## src/rtl/jimmy_boot_ctrl_pkg.sv

```systemverilog
// Shared types for the jimmy boot loader: FSM states, output flag bundle, fill byte.
// Outputs are decoded from the next state, so every flag is registered with the state.
package jimmy_boot_pkg;

    typedef enum logic [2:0] {
        IDLE, LOAD_LEN, LOAD_DATA, CHECK, CLEAR, HOLD, RUN, ERROR
    } boot_state_t;

    localparam logic [7:0] NOP_BYTE       = 8'h70;
    localparam logic [8:0] LEN_ZERO_MEANS = 9'd256;

    typedef struct packed {
        logic rx_ready;
        logic cpu_reset;
        logic busy;
        logic done;
        logic err;
    } stat_t;

    function automatic stat_t state_flags(input boot_state_t s);
        stat_t f;
        f = '0;
        case (s)
            LOAD_LEN, LOAD_DATA, CHECK: begin
                f.rx_ready = 1'b1;
                f.busy     = 1'b1;
            end
            CLEAR, HOLD: f.busy = 1'b1;
            RUN: begin
                f.cpu_reset = 1'b1;
                f.done      = 1'b1;
            end
            ERROR:   f.err = 1'b1;
            default: ;
        endcase
        return f;
    endfunction

endpackage

```

## src/rtl/jimmy_boot_ctrl_if.sv

```systemverilog
// Image byte stream (valid/ready) plus program-memory write port of the boot loader.
// slave = loader side, master = byte source / memory side.
interface jimmy_boot_ctrl_if;
    logic [7:0] rx_data;
    logic       rx_valid;
    logic       rx_ready;
    logic       pm_we;
    logic [7:0] pm_addr;
    logic [7:0] pm_wdata;

    modport master (output rx_data, rx_valid, input rx_ready, pm_we, pm_addr, pm_wdata);
    modport slave  (input rx_data, rx_valid, output rx_ready, pm_we, pm_addr, pm_wdata);
endinterface

```

## src/rtl/jimmy_boot_ctrl_hold_cnt.sv

```systemverilog
// Loadable down-counter for the CPU reset hold; last is high while the count sits at 1.
// Load has priority over decrement; the count parks at zero.
module jimmy_boot_hold_cnt #(
    parameter int WIDTH = 8
) (
    input  logic             clk,
    input  logic             reset,
    input  logic             load,
    input  logic [WIDTH-1:0] load_val,
    input  logic             dec,
    output logic             last
);
    logic [WIDTH-1:0] cnt;

    always_ff @(posedge clk or negedge reset) begin
        if (!reset) begin
            cnt <= '0;
        end else if (load) begin
            cnt <= load_val;
        end else if (dec && (cnt != '0)) begin
            cnt <= cnt - WIDTH'(1);
        end
    end

    assign last = (cnt == WIDTH'(1));
endmodule

```

## src/rtl/jimmy_boot_ctrl.sv

```systemverilog
// Boot loader: LEN/data/CHK byte stream into program memory, CPU held in reset until verified + hold.
// One cycle byte->pm_we; rx_ready only in LOAD_LEN/LOAD_DATA/CHECK. JIMMY_BOOT_CLEAR_EN adds NOP fill of unloaded space.
module jimmy_boot_ctrl
    import jimmy_boot_pkg::*;
#(
    parameter int RESET_HOLD = 4,
    parameter bit AUTO_BOOT  = 1'b1
) (
    input  logic               clk,
    input  logic               reset,
    input  logic               boot_req,
    jimmy_boot_ctrl_if.slave   bus,
    output logic               cpu_reset,
    output logic               busy,
    output logic               done,
    output logic               err,
    output logic [8:0]         byte_count
);
    boot_state_t state, nxt;
    stat_t       nxt_flags;
    logic [8:0]  len;
    logic [7:0]  sum;
    logic [7:0]  chk_sum;
    logic        xfer;
    logic        hold_last;

    assign xfer      = bus.rx_valid & bus.rx_ready;
    assign chk_sum   = sum + bus.rx_data;
    assign nxt_flags = state_flags(nxt);

    always_comb begin
        nxt = state;
        case (state)
            IDLE:      if (boot_req || AUTO_BOOT) nxt = LOAD_LEN;
            LOAD_LEN:  if (xfer) nxt = LOAD_DATA;
            LOAD_DATA: if (xfer && ((byte_count + 9'd1) == len)) nxt = CHECK;
            CHECK: begin
                if (xfer) begin
                    if (chk_sum == 8'h00) begin
`ifdef JIMMY_BOOT_CLEAR_EN
                        nxt = (len == LEN_ZERO_MEANS) ? HOLD : CLEAR;
`else
                        nxt = HOLD;
`endif
                    end else begin
                        nxt = ERROR;
                    end
                end
            end
            CLEAR:      if (bus.pm_addr == 8'hFF) nxt = HOLD;
            HOLD:       if (hold_last) nxt = RUN;
            RUN, ERROR: if (boot_req) nxt = LOAD_LEN;
            default:    nxt = IDLE;
        endcase
    end

    jimmy_boot_hold_cnt #(.WIDTH(8)) u_hold_cnt (
        .clk      (clk),
        .reset    (reset),
        .load     ((nxt == HOLD) && (state != HOLD)),
        .load_val (8'(RESET_HOLD)),
        .dec      (state == HOLD),
        .last     (hold_last)
    );

    always_ff @(posedge clk or negedge reset) begin
        if (!reset) begin
            state        <= IDLE;
            bus.rx_ready <= 1'b0;
            bus.pm_we    <= 1'b0;
            bus.pm_addr  <= 8'h00;
            bus.pm_wdata <= 8'h00;
            cpu_reset    <= 1'b0;
            busy         <= 1'b0;
            done         <= 1'b0;
            err          <= 1'b0;
            byte_count   <= 9'd0;
            len          <= 9'd0;
            sum          <= 8'h00;
        end else begin
            state        <= nxt;
            bus.rx_ready <= nxt_flags.rx_ready;
            cpu_reset    <= nxt_flags.cpu_reset;
            busy         <= nxt_flags.busy;
            done         <= nxt_flags.done;
            err          <= nxt_flags.err;
            bus.pm_we    <= 1'b0;
            case (state)
                LOAD_LEN: begin
                    if (xfer) begin
                        len         <= (bus.rx_data == 8'h00) ? LEN_ZERO_MEANS : {1'b0, bus.rx_data};
                        sum         <= 8'h00;
                        byte_count  <= 9'd0;
                        bus.pm_addr <= 8'h00;
                    end
                end
                LOAD_DATA: begin
                    if (xfer) begin
                        bus.pm_we    <= 1'b1;
                        bus.pm_wdata <= bus.rx_data;
                        bus.pm_addr  <= byte_count[7:0];
                        sum          <= chk_sum;
                        byte_count   <= byte_count + 9'd1;
                    end
                end
                default: ;
            endcase
`ifdef JIMMY_BOOT_CLEAR_EN
            // Fill starts at the first unloaded address and walks up to 255.
            if (nxt == CLEAR) begin
                bus.pm_we    <= 1'b1;
                bus.pm_wdata <= NOP_BYTE;
                bus.pm_addr  <= (state == CLEAR) ? (bus.pm_addr + 8'd1) : len[7:0];
            end
`endif
        end
    end
endmodule

```

## src/flat_wrapper.sv

```systemverilog
// flat-port wrapper written by rule: the top's interface ports become plain ports
module jimmy_boot_ctrl_flat import jimmy_boot_pkg::*;
#(
    parameter int RESET_HOLD = 4,
    parameter bit AUTO_BOOT  = 1'b1
)
  (clk, reset, boot_req, cpu_reset, busy, done, err, byte_count, bus_rx_data, bus_rx_valid, bus_rx_ready, bus_pm_we, bus_pm_addr, bus_pm_wdata);
  jimmy_boot_ctrl_if bus_i ();
  input  logic clk;
  input  logic reset;
  input  logic boot_req;
  output logic cpu_reset;
  output logic busy;
  output logic done;
  output logic err;
  output logic [8:0] byte_count;
  input wire logic [$bits(bus_i.rx_data)-1:0] bus_rx_data;
  input wire logic [$bits(bus_i.rx_valid)-1:0] bus_rx_valid;
  output wire logic [$bits(bus_i.rx_ready)-1:0] bus_rx_ready;
  output wire logic [$bits(bus_i.pm_we)-1:0] bus_pm_we;
  output wire logic [$bits(bus_i.pm_addr)-1:0] bus_pm_addr;
  output wire logic [$bits(bus_i.pm_wdata)-1:0] bus_pm_wdata;
  assign bus_i.rx_data = bus_rx_data;
  assign bus_i.rx_valid = bus_rx_valid;
  assign bus_rx_ready = bus_i.rx_ready;
  assign bus_pm_we = bus_i.pm_we;
  assign bus_pm_addr = bus_i.pm_addr;
  assign bus_pm_wdata = bus_i.pm_wdata;
  jimmy_boot_ctrl #(.RESET_HOLD(RESET_HOLD), .AUTO_BOOT(AUTO_BOOT)) u_core (.clk(clk), .reset(reset), .boot_req(boot_req), .bus(bus_i), .cpu_reset(cpu_reset), .busy(busy), .done(done), .err(err), .byte_count(byte_count));
endmodule
```

## config.mk

```make
export PLATFORM = sky130hd
export DESIGN_NAME = jimmy_boot_ctrl_flat
export DESIGN_NICKNAME = d
export VERILOG_FILES = /design/src/rtl/jimmy_boot_ctrl_pkg.sv /design/src/rtl/jimmy_boot_ctrl_if.sv /design/src/rtl/jimmy_boot_ctrl_hold_cnt.sv /design/src/rtl/jimmy_boot_ctrl.sv /design/src/flat_wrapper.sv
export SDC_FILE = /design/constraint.sdc
export NUM_CORES = 1
export LEC_CHECK = 0
export BUFFER_PORTS_ARGS = -buffer_cell sky130_fd_sc_hd__buf_2
export CORE_MARGIN = 5
export CORE_UTILIZATION = 50
export DETAILED_ROUTE_END_ITERATION = 16
export PLACE_DENSITY = 0.7
export SLEW_MARGIN = 0
export SYNTH_ARGS = -nofsm -noshare
export SYNTH_HDL_FRONTEND = slang
export SYNTH_SLANG_ARGS = --single-unit
```

## constraint.sdc

```tcl
create_clock -name clk -period 7.4 [get_ports clk]
set_input_delay 1.48 -clock clk [delete_from_list [all_inputs] [get_ports clk]]
set_output_delay 1.48 -clock clk [all_outputs]
set_load 0.005 [all_outputs]
```

==> out/qor.csv <==
metric,value,unit
status,completed,
fp.dieH,88.8,um
synthToLayoutAreaGrowth,15.1,%
place.gp.congestion,0.814,
synth.avg_cell_area,9.94,um2
worstPathMaxFanout,26,
dieArea,7880,um2
synth_compound_gate_area_share,0.188,
crit_chain,buf_2 > and3b_1 > nand2_1 > clkinv_1 > nor2_1 > buf_4 > o21ai_0 > o31ai_1,
cp_num_buf_inv,3,
grt_start_max_net_pins,59,
maxSlewViolCount,0,
synth_cell_types,59,
final-seq-area,1450,um2
tns,0,ns
power_leakage,0.00170,uW
reg2reg_to,u_core.byte_count[6],
r2r_slack,3.88,ns
multiInputGateArea,1530,um2
powerDensity,401,nW/um2
setup_viol_count_final,0,
synthAdderAreaFrac,0.0468,
synth_area_leaders,"dfrtp_1 (47%), nand2_1 (5.4%), ha_1 (4.0%), a22o_1 (3.7%), xnor2_1 (3.7%)",
cp-endpoint,u_core.byte_count[6],
path_class,in -> reg,
nets,373,
min_period,4.22,ns
critPathLaunch,bus_rx_valid,
initial_utilization,0.518,
drc,0,
finalCritPeriodShare,0.571,
hpwl,4.90,mm
cts_tree,yes,
post_drt_wl_per_cell,16.7,um
synth_ff_type,dfrtp_1,
drt_iter0_markers,107,
hold_class,reg -> reg,
h-tree-depth,3,
synth_xor_area_frac,0.0565,
critPathRequiredTime,7.63,ns
syn_inst,312,
synth_top_area_frac,0.468,
ant_nets,0,
synth_warnings,0,
cts_resized,0,
drt_wl_total,7.19,mm
endpoint_kind,flop,
synth-async-reset-ratio,1.00,
dpl.cell_count,414,
antenna_found_initial,0,
die_w,88.8,um
dr.pass1.iters,4,
synth_top_family_by_area,compound AO/OA/AOI/OAI gates,
grt.overflow.total,0,
rows,28,
arrival,4.45,ns
diodes,0,
cp.depth,8,
vias,2473,
synth_edf_count,0,
grt_pass1_wl,11.9,mm
postCtsSetupRepairBufs,0,
ctsHoldBuffers,0,
synth.most_common_cell,dfrtp_1,
setup.worst_path.start_class,primary input,
synthSimpleGateAreaFrac,0.170,
synth_mux_area_frac,0.0319,
power,1430,uW
numCtsBuffers,9,
fill_cells,537,
final_cells,430,
grtUsageTotal,0.197,
synth-seq-area-share,0.468,
cts_num_sinks,58,
synth_common_cells,"dfrtp_1 (58), nand2_1 (45), o21ai_0 (19), a21oi_1 (17)",
synth.net_count,335,
max-slew-margin-rel,0.482,
clk_latency,0.34,ns
syn_area,3100,um2
slowest_delay,0.83,ns
ctsLongestPathBuffers,2,
drive_above_1_share,0.206,
clkTransAtPathRegs,0.07,ns
finClkSkew,0.00559,ns
grt_pass1_vias,2385,
slowest_stage,clkinv_1,
vias_per_cell,5.75,
maxCapViolations,0,
core-area,5990,um2
rsz0062_at_grt,no,
worstMarginPinSlew,0.772,ns
fmax,237,MHz
clock-root-buffer,clkbuf_8,
irDropWorstVdd,0.222,mV
ff2ff_path_depth,7,
rr_startpoint,u_core.state[2],
hold_viol,0,
synth-seq-cells,58,
critPathTopFamily,simple AND/OR/NAND/NOR gates,
synth_top_cell_by_area,dfrtp_1,
io_pins,43,
portBuffers,42,
==> where the power goes <==
part	switching (uW)	total (uW)	internal [uW]
registers	104	530	426
logic	304	544	240
clock network	133	357	223
total	541	1430	889
==> registers in the layout, indices dropped and copies added, names as in the netlist, 3 cells and up <==
name	count
u_core.len	9
u_core.sum	8
u_core.bus.pm_wdata	8
u_core.u_hold_cnt.cnt	8
u_core.byte_count	9
u_core.state	3
u_core.bus.pm_addr	8
==> layout by cell type, fill, tap and decap left out, types with 3 or more instances in the layout <==
cell	netlist	layout
a21o_1	3	3
a21oi_1	17	17
a22o_1	13	13
a22oi_1	3	3
a31oi_1	3	3
and2_1	3	3
and3_1	5	5
buf_2	4	42
bufinv_16	0	3
clkbuf_8	0	9
dfrtp_1	58	58
ha_1	10	10
inv_1	7	7
mux2_2	7	7
nand2_1	45	45
nand3_1	8	8
nand4_1	4	4
nor2_1	10	10
nor2b_1	7	7
nor3_1	5	5
nor4_1	7	7
o21ai_0	19	19
xnor2_1	13	13
xor2_1	7	7
==> layout make-up <==
| class | instances | area share |
|---|---|---|
| well taps | 75 | 0.0263 |
| clock buffers | 9 | 0.0347 |
| flip-flops and latches | 58 | 0.407 |
| multi-input cells | 229 | 0.428 |
| repair buffers | 44 | 0.0631 |
| inverters | 8 | 0.00841 |
| clock inverters | 7 | 0.0326 |
==> metrics by stage <==
| step | util | instance area [um2] | hold slack, ns | setup WS (ns) |
|---|---|---|---|---|
| 3_3_place_gp | 0.556 | 3330 | 0.458 | 3.03 |
| 6_report | 0.596 | 3570 | 0.478 | 3.18 |
| 5_1_grt | 0.596 | 3570 | 0.513 | 3.02 |
| 2_1_floorplan | - | 3100 | 0.454 | 4.06 |
| 3_5_place_dp | 0.556 | 3330 | 0.464 | 2.91 |
| 4_1_cts | 0.596 | 3570 | 0.479 | 3.26 |
==> tightest hold or removal path, stage by stage (launching register included) <==
cell and delay, ns:
dfrtp_1 0.34, nand2_1 0.05, nand2_1 0.06
==> routing by layer <==
layer  share of wire  track usage  wire (um)
met1            0.47        0.263       3340
met2            0.47        0.306       3370
met3           0.040       0.0391        285
met4           0.027       0.0975        191
met5               0            0          0
==> how the worst min path moves through the flow <==
stage,depth (start not counted),slack (ns),endpoint,start
final,2,0.48,u_core.bus.pm_wdata[2],u_core.bus.pm_wdata[2]
after floorplan,2,0.45,u_core.sum[5],u_core.sum[5]
after CTS,2,0.48,u_core.bus.pm_wdata[2],u_core.bus.pm_wdata[2]
after global placement,2,0.46,u_core.bus.pm_wdata[5],u_core.bus.pm_wdata[5]
after global routing,2,0.51,u_core.sum[5],u_core.sum[5]
after detailed placement,2,0.46,u_core.bus.pm_wdata[2],u_core.bus.pm_wdata[2]
==> kinds of logic (layout without fill, tap and decap cells) <==
family,count (synthesis),count (layout)
AND/OR/NAND/NOR,106,106
AO/OA/AOI/OAI,83,83
flip-flops,58,58
buffers and inverters,25,68
XOR/XNOR,20,20
adder cells (fa/ha/maj),11,11
multiplexers,9,9
Power figures use the tool's default switching activity.
